`src/rtl/exe_muldiv_unit.sv`:
```
// Multiply/divide unit for the EXE stage: pipelined multiply, radix-2 restoring divide,
// architectural HI/LO registers, and a flush input that cancels in-flight work.
module exe_muldiv_unit #(
    parameter int DATA_W     = 32,
    parameter int MUL_STAGES = 2
) (
    input  logic              clk,
    input  logic              reset,
    input  logic              req_valid,
    output logic              req_ready,
    input  logic [2:0]        req_op,
    input  logic [DATA_W-1:0] req_src1,
    input  logic [DATA_W-1:0] req_src2,
    input  logic              flush,
    output logic              busy,
    output logic              done,
    output logic [DATA_W-1:0] result_hi,
    output logic [DATA_W-1:0] result_lo,
    output logic [DATA_W-1:0] hi,
    output logic [DATA_W-1:0] lo
);

    localparam logic [2:0] OP_MULT  = 3'd0;
    localparam logic [2:0] OP_MULTU = 3'd1;
    localparam logic [2:0] OP_DIV   = 3'd2;
    localparam logic [2:0] OP_DIVU  = 3'd3;
    localparam logic [2:0] OP_MTHI  = 3'd4;
    localparam logic [2:0] OP_MTLO  = 3'd5;

    localparam int CNT_MAX = (DATA_W > MUL_STAGES) ? DATA_W : MUL_STAGES;
    localparam int CNT_W   = $clog2(CNT_MAX + 1);
    localparam logic [CNT_W-1:0] MUL_LAST = CNT_W'(MUL_STAGES - 1);
    localparam logic [CNT_W-1:0] DIV_LAST = CNT_W'(DATA_W - 1);

    typedef enum logic [2:0] {
        S_IDLE,
        S_MUL,
        S_DIV_RUN,
        S_DIV_FIX,
        S_DONE
    } state_t;

    state_t            state;
    logic [CNT_W-1:0]  cnt;
    logic [DATA_W-1:0] a_r;
    logic [DATA_W-1:0] b_r;
    logic              sig_r;
    logic [DATA_W-1:0] rem_r;
    logic [DATA_W-1:0] quo_r;
    logic [DATA_W-1:0] dvs_r;

    logic              accept;
    logic [2*DATA_W-1:0] a_x;
    logic [2*DATA_W-1:0] b_x;
    logic [2*DATA_W-1:0] prod;
    logic [2*DATA_W-1:0] mul_out;

    logic [DATA_W:0]   div_tmp;
    logic              div_ge;
    logic [DATA_W-1:0] div_sub;
    logic              div_zero;
    logic              neg_q;
    logic              neg_r;
    logic [DATA_W-1:0] fix_hi;
    logic [DATA_W-1:0] fix_lo;

    function automatic logic [DATA_W-1:0] mag(input logic [DATA_W-1:0] v, input logic s);
        return (s && v[DATA_W-1]) ? -v : v;
    endfunction

    assign req_ready = (state == S_IDLE) && !reset;
    assign accept    = req_valid && req_ready && !flush;
    assign busy      = (state != S_IDLE);
    assign done      = (state == S_DONE) && !flush;

    // Extending to the full product width makes the low 2*DATA_W bits correct for both signednesses.
    assign a_x  = {{DATA_W{sig_r & a_r[DATA_W-1]}}, a_r};
    assign b_x  = {{DATA_W{sig_r & b_r[DATA_W-1]}}, b_r};
    assign prod = a_x * b_x;

    generate
        if (MUL_STAGES == 1) begin : g_mul_comb
            assign mul_out = prod;
        end else begin : g_mul_pipe
            logic [2*DATA_W-1:0] pipe [MUL_STAGES-1];
            always_ff @(posedge clk) begin
                pipe[0] <= prod;
                for (int i = 1; i < MUL_STAGES - 1; i++) begin
                    pipe[i] <= pipe[i-1];
                end
            end
            assign mul_out = pipe[MUL_STAGES-2];
        end
    endgenerate

    // The partial remainder stays below the divisor, so a set top bit of the shifted value
    // always means "subtract", and the W-bit difference is exact.
    assign div_tmp = {rem_r, quo_r[DATA_W-1]};
    assign div_ge  = div_tmp[DATA_W] || (div_tmp[DATA_W-1:0] >= dvs_r);
    assign div_sub = div_tmp[DATA_W-1:0] - dvs_r;

    assign div_zero = (b_r == '0);
    assign neg_q    = sig_r && (a_r[DATA_W-1] ^ b_r[DATA_W-1]);
    assign neg_r    = sig_r && a_r[DATA_W-1];
    assign fix_lo   = div_zero ? '1  : (neg_q ? -quo_r : quo_r);
    assign fix_hi   = div_zero ? a_r : (neg_r ? -rem_r : rem_r);

    always_ff @(posedge clk) begin
        if (reset) begin
            state     <= S_IDLE;
            cnt       <= '0;
            a_r       <= '0;
            b_r       <= '0;
            sig_r     <= 1'b0;
            rem_r     <= '0;
            quo_r     <= '0;
            dvs_r     <= '0;
            result_hi <= '0;
            result_lo <= '0;
            hi        <= '0;
            lo        <= '0;
        end else begin
            case (state)
                S_IDLE: begin
                    if (accept) begin
                        case (req_op)
                            OP_MULT, OP_MULTU: begin
                                a_r   <= req_src1;
                                b_r   <= req_src2;
                                sig_r <= (req_op == OP_MULT);
                                cnt   <= '0;
                                state <= S_MUL;
                            end
                            OP_DIV, OP_DIVU: begin
                                a_r   <= req_src1;
                                b_r   <= req_src2;
                                sig_r <= (req_op == OP_DIV);
                                rem_r <= '0;
                                quo_r <= mag(req_src1, req_op == OP_DIV);
                                dvs_r <= mag(req_src2, req_op == OP_DIV);
                                cnt   <= '0;
                                state <= S_DIV_RUN;
                            end
                            OP_MTHI: hi <= req_src1;
                            OP_MTLO: lo <= req_src1;
                            default: ;
                        endcase
                    end
                end
                S_MUL: begin
                    if (flush) begin
                        state <= S_IDLE;
                    end else begin
                        cnt <= cnt + 1'b1;
                        if (cnt == MUL_LAST) begin
                            result_hi <= mul_out[2*DATA_W-1:DATA_W];
                            result_lo <= mul_out[DATA_W-1:0];
                            state     <= S_DONE;
                        end
                    end
                end
                S_DIV_RUN: begin
                    if (flush) begin
                        state <= S_IDLE;
                    end else begin
                        rem_r <= div_ge ? div_sub : div_tmp[DATA_W-1:0];
                        quo_r <= {quo_r[DATA_W-2:0], div_ge};
                        cnt   <= cnt + 1'b1;
                        if (cnt == DIV_LAST) begin
                            state <= S_DIV_FIX;
                        end
                    end
                end
                S_DIV_FIX: begin
                    if (flush) begin
                        state <= S_IDLE;
                    end else begin
                        result_hi <= fix_hi;
                        result_lo <= fix_lo;
                        state     <= S_DONE;
                    end
                end
                S_DONE: begin
                    if (!flush) begin
                        hi <= result_hi;
                        lo <= result_lo;
                    end
                    state <= S_IDLE;
                end
                default: state <= S_IDLE;
            endcase
        end
    end

endmodule

```
`config.mk`:
```
export PLATFORM = sky130hd
export DESIGN_NAME = exe_muldiv_unit
export DESIGN_NICKNAME = d
export VERILOG_FILES = /design/src/rtl/exe_muldiv_unit.sv
export SDC_FILE = /design/constraint.sdc
export NUM_CORES = 2
export LEC_CHECK = 0
export CORE_ASPECT_RATIO = 1.1
export CORE_MARGIN = 5
export CORE_UTILIZATION = 30
export DETAILED_ROUTE_END_ITERATION = 7
export PLACE_DENSITY = 0.43
export SYNTH_ARGS = -nofsm -noshare
export SYNTH_HDL_FRONTEND = slang
export SYNTH_SLANG_ARGS = --single-unit
export TNS_END_PERCENT = 10
```
`constraint.sdc`:
```
create_clock -name clk -period 10.8 [get_ports clk]
set_input_delay 1.62 -clock clk [delete_from_list [all_inputs] [get_ports clk]]
set_output_delay 1.62 -clock clk [all_outputs]
set_load 0.01 [all_outputs]
```
## After elaboration in Yosys (flattened, before gate mapping)

Memory sizes are Yosys's and may differ from the RTL's.
Index checks and enable logic that the tools add are counted.

- Add/sub/neg operators: 6
- Multiply operators: 1
- Order comparisons: 1
- Equal/unequal tests: 25
- Muxes and demuxes: 44
- Bitwise gates (word level): 3
- Reductions and logical operators: 33

Operators with widths:

| kind | count |
|---|---|
| 32-bit 2-to-1 mux | 25 |
| 32-bit case mux with 2 select lines | 6 |
| 32-bit negation | 4 |
| 33-bit by 33-bit multiplier with 64-bit output | 1 |
| 32-bit greater-or-equal comparator | 1 |
| 32-bit logical NOT | 1 |
| 32-bit subtractor | 1 |
| 4-bit AND reduction | 6 |
| 3-bit 2-to-1 mux | 6 |
| 6-bit 2-to-1 mux | 3 |
| 2-bit inequality test (second input constant) | 8 |
| 3-bit by 2-bit equality test with 1-bit output (second input constant) | 4 |
| 3-bit case mux with 4 select lines | 1 |
| 6-bit case mux with 2 select lines | 1 |
| 2-bit nonzero test | 5 |
| 3-bit equality test (second input constant) | 3 |
| 3-bit AND reduction | 3 |
| 1-bit logical AND | 8 |
| 6-bit by 1-bit adder with 6-bit output (second input constant) | 1 |
| 3-bit by 1-bit equality test with 1-bit output (second input constant) | 2 |
| 6-bit by 1-bit equality test with 1-bit output (second input constant) | 1 |
| 6-bit by 5-bit equality test with 1-bit output (second input constant) | 1 |
| 3-bit logical NOT | 2 |
| 2-bit by 1-bit inequality test with 1-bit output (second input constant) | 3 |
| other kinds (11) | 16 |

- Bits in registers: 298
- RAM bits: 64
- Input bits: 71
- Word-level logic and storage cells: 126
- Memories kept: 1

Memory list:

| name | depth | bits a word | read ports | clocked after Yosys merged registers in | wr ports | line | source |
|---|---|---|---|---|---|---|---|
| g_mul_pipe.pipe | 1 | 64 | 1 | 0 | 1 | 85 | `logic [2*DATA_W-1:0] pipe [MUL_STAGES-1];` |

## Logic depth before layout (Yosys ltp)

- Depth after elaboration: 6
- Depth in mapped cells: 31

## Worst setup path after synthesis

Ideal clock, no wire load.

- Path type: reg-to-reg
- Start: register a_r[31]
- End: memory g_mul_pipe.pipe[0][63] (netlist name)
- Setup time: 0.120 ns
- Arrival: 7.941 ns
- Data required time: 10.680 ns
- Path slack: 2.739 ns
- Cell stages (with the launch flop): 31
- Buffers on the path: 3
- Period minus slack after synthesis: 8.061 ns
- Cells stage by stage: dfxtp_1 -> and2_1 -> clkbuf_1 -> clkbuf_1 -> nand2_1 -> inv_1 -> fa_1 -> inv_1 -> fa_1 -> inv_1 -> fa_1 -> inv_1 -> fa_1 -> inv_1 -> fa_1 -> fa_1 -> inv_1 -> fa_1 -> fa_1 -> inv_1 -> ha_1 -> and2_1 -> clkbuf_1 -> nand2_1 -> nor3_1 -> a21oi_1 -> o21ai_0 -> a21oi_1 -> o311ai_0 -> a21oi_1 -> xnor2_1

- Longest elaborated chain between the ends: 2

RTL lines:

| element | line | source |
|---|---|---|
| from (decl) | 45 | `logic [DATA_W-1:0] a_r;` |
| from (signal assigned) | 128 | `a_r <= req_src1;` |
| from (signal assigned) | 135 | `a_r <= req_src1;` |
| 1-bit bitwise AND | 77 | `assign a_x = {{DATA_W{sig_r & a_r[DATA_W-1]}}, a_r};` |
| 33-bit by 33-bit multiplier with 64-bit output * | 79 | `assign prod = a_x * b_x;` |
| named net prod[63] | 55 | `logic [2*DATA_W-1:0] prod;` |
| to (decl) | 85 |  |

The timed path passes the listed nets; every way through them passes the cells marked *.

## Worst setup path in the final report

- Start: register sig_r
- End: memory g_mul_pipe.pipe[0][63] (netlist name)

- Longest elaborated chain between the ends: 2
- Elaborated cells on any way between the ends: 3
- Classes of those cells: mul (1); bitwise (2)

RTL lines:

| element | line | source |
|---|---|---|
| from (decl) | 47 | `logic sig_r;` |
| from (signal assigned) | 130 | `sig_r <= (req_op == OP_MULT);` |
| from (signal assigned) | 137 | `sig_r <= (req_op == OP_DIV);` |
| 1-bit bitwise AND (on tied branches) | 77, 78 |  |
| 33-bit by 33-bit multiplier with 64-bit output * | 79 |  |
| named net prod[63] | 55 |  |

Marks and branches as above.

==> qor.txt <==
Status -> finished, final reports clean
Die Ht -> 461 um
Slew Limit Fails -> 0
Switching power of the nets -> 1090 uW
Maximum buffer depth of the clock tree -> 3
Routed wire length -> 203000 um
Post-layout min period -> 9.50 ns
Crit Path Max Fanout -> 16
Internal -> 2480 uW
Initial antenna violation count -> 7
Synth async-reset ratio -> 0%
RSZ-0062 raised after global routing -> false
Main synth FF type -> dfxtp_1
Post-synth EDFFs -> 0
Vias in the first global route -> 46100
Sequential area share after synthesis -> 13.1%
Core area -> 184000 sq um
First-pass GRT wire length -> 307000 um
Crit path capture type -> flop
DRT antenna net count -> 0
Largest stage delay on the critical path -> 1.28 ns
Die area -> 193000 sq um
Top cells by area, synth -> fa_1 41%, dfxtp_1 13%, inv_1 7.6%
Setup CP Type -> flop to flop
Vias per std cell -> 4.94
Standard-cell rows -> 165
Area growth syn-to-layout -> 10.6%
Count leader, synth -> inv_1
Proportion of power drawn by combinational gates -> 16.1%
Final HPWL DP -> 156000 um
I/O Pins -> 202
Clock sink count -> 362
Area leader, netlist -> fa_1
Highest ir drop seen on vdd -> 115 uV
Via Count -> 43100
Postcts setup bufs -> 0
Wirelength per Cell -> 23.3 um
Initial DRT Pass Iterations -> 5
Tot Pwr -> 3570 uW
GRT Residual Overflow -> 0
Area share of the largest cell type after synthesis -> 40.7%
H-tree levels -> 2
Hold Crit Class -> flop to flop
Initial core utilization -> 30.1%
Arrival time worst endpoint -> 9.96 ns
Largest net degree at the start of global routing -> 138
Fillers -> 19400
Die X -> 420 um
Worst-path clk slew -> 0.06 ns
Fin nets -> 7725
Total GRT Usage -> 21.1%
Slew @ Worst Pin -> 1.39 ns
Skew final -> 0.0382 ns
Syn_nets -> 7810
Sw frac -> 30.5%
Final Setup Violations -> 0
Hold Buf Count CTS -> 0
Routability cong. -> 0.888
Mapped Cells -> 6362
Critical Path RT -> 11.26 ns
Mean Syn Cell Area -> 8.70 sq um
Worst setup SP type -> flop
Setup TNS -> 0 ns
Cell mode on critical path -> fa_1
IO buf count -> 201
Layout cells sized above 1 -> 3.72%
Max_cap viols -> 0
Core Util, Final -> 33.3%
Crit-path slowest cell -> fa_1
Post-Syn Area -> 55400 sq um
Resized cells post-CTS -> 0
Max_slew headroom -> 7.22%
Power density over the cells -> 58.4 nW/um^2
CTS tree -> built
Final period utilization -> 87.9%
Worst-Skew Late Latency -> 0.61 ns
Finished Cell Area -> 61200 sq um
Yosys reg bits -> 362
LEAKAGE -> 0.0273 uW
Most instantiated cells after synthesis -> 1128 x inv_1, 1126 x fa_1, 963 x nand2_1, 418 x clkbuf_1, 393 x and2_1
Final Hold Violating Endpoints -> 0
Clock power share -> 45.1%
Ys Warns -> 0
FF-to-FF Start -> sig_r
Drt drc -> 0
CTS root buffer -> clkbuf_16
Iter 0 DRT Violations -> 2965
Fmax -> 105 MHz
Seq pwr share -> 38.8%
Post-DP Area -> 59700 sq um
Hold Startpoint -> g_mul_pipe.pipe[0][35]
CTS Buf Count -> 42
Post-synth cell types -> 73
Worst setup path start -> sig_r
-- power groups by stage --
stage	Sequential (uW)	Combinational, uW	Clock, uW
after floorplan	1400	344	0
after global placement	1420	572	0
after detailed placement	1420	573	0
after CTS	1390	575	1660
after global routing	1390	621	1700
final	1390	574	1610
-- worst paths after layout --
check                                              end  slack (ns)  cells past startpoint
worst min-delay path                      result_hi[3]        0.44                      2
worst max register to register  g_mul_pipe.pipe[0][63]        1.30                     26
worst max-delay path            g_mul_pipe.pipe[0][63]        1.30                     26
worst min register to register            result_hi[3]        0.44                      2
-- critical path, delay by kind of cell (launching register included) --
family	cells	cell delay, ns
adder cells (fa/ha/maj)	9	5.39
AND/OR/NAND/NOR	2	0.95
buffers and inverters	5	0.92
XOR/XNOR	1	0.10
AO/OA/AOI/OAI	9	1.64
flip-flops	1	0.33
-- metrics by stage --
step                      std cells  worst slack (ns)  hold WS (ns)
after detailed placement       8654              1.31         0.457
after global placement         8654              1.34         0.456
final                          8735              1.30         0.442
after floorplan                6362              2.74         0.444
after CTS                      8731              1.24         0.420
after global routing           8731             0.776         0.454
-- layout by cell type, fill, tap and decap left out, types with 164 or more instances in the layout --
cell,Yosys,final
inv_1,1128,1128
fa_1,1126,1125
nand2_1,963,963
and2_1,393,392
nor2_1,350,349
dfxtp_1,362,349
a21oi_1,339,339
ha_1,251,251
clkdlybuf4s50_1,0,200
a211oi_1,164,164
-- registers in the layout (all words and copies together), names as in the netlist --
| signal | flops |
|---|---|
| result_lo | 32 |
| quo_r | 32 |
| sig_r | 1 |
| dvs_r | 32 |
| lo | 32 |
| a_r | 32 |
| rem_r | 32 |
| cnt | 6 |
| hi | 32 |
| result_hi | 32 |
| state | 3 |
| g_mul_pipe.pipe | 64 |
| b_r | 32 |
-- layout make-up --
cell class / count / area, sq um / area share [%]
Timing Repair Buffer: 306 / 2840 / 4.64
Multi-Input combinational cell: 4437 / 42300 / 69.1
Inverter: 1128 / 4230 / 6.92
Clock buffer: 57 / 1220 / 1.99
Clock inverter: 20 / 315 / 0.515
Tap cell: 2421 / 3030 / 4.95
Antenna cell: 4 / 10.0 / 0.0163
Sequential cell: 362 / 7260 / 11.9
-- per-layer routing --
layer / up-vias / GRT usage [%] / share of wire (%)
met5: - / 0 / 0
met4: 0 / 5.45 / 2.9
met1: 22300 / 28.8 / 45
met3: 212 / 2.24 / 5.1
met2: 1212 / 35.7 / 47
li1: 19400 / - / -
-- kinds of logic (layout without fill, tap and decap cells) --
family / Yosys count / count (layout) / synth area share (%)
AO/OA/AOI/OAI: 870 / 870 / 10.0
XOR/XNOR: 217 / 217 / 3.43
adder cells (fa/ha/maj): 1377 / 1377 / 46.4
buffers and inverters: 1563 / 1511 / 10.6
flip-flops: 362 / 362 / 13.1
multiplexers: 12 / 12 / 0.219
other: 0 / 4 / 0
AND/OR/NAND/NOR: 1961 / 1961 / 16.2
Power figures use the tool's default switching activity.
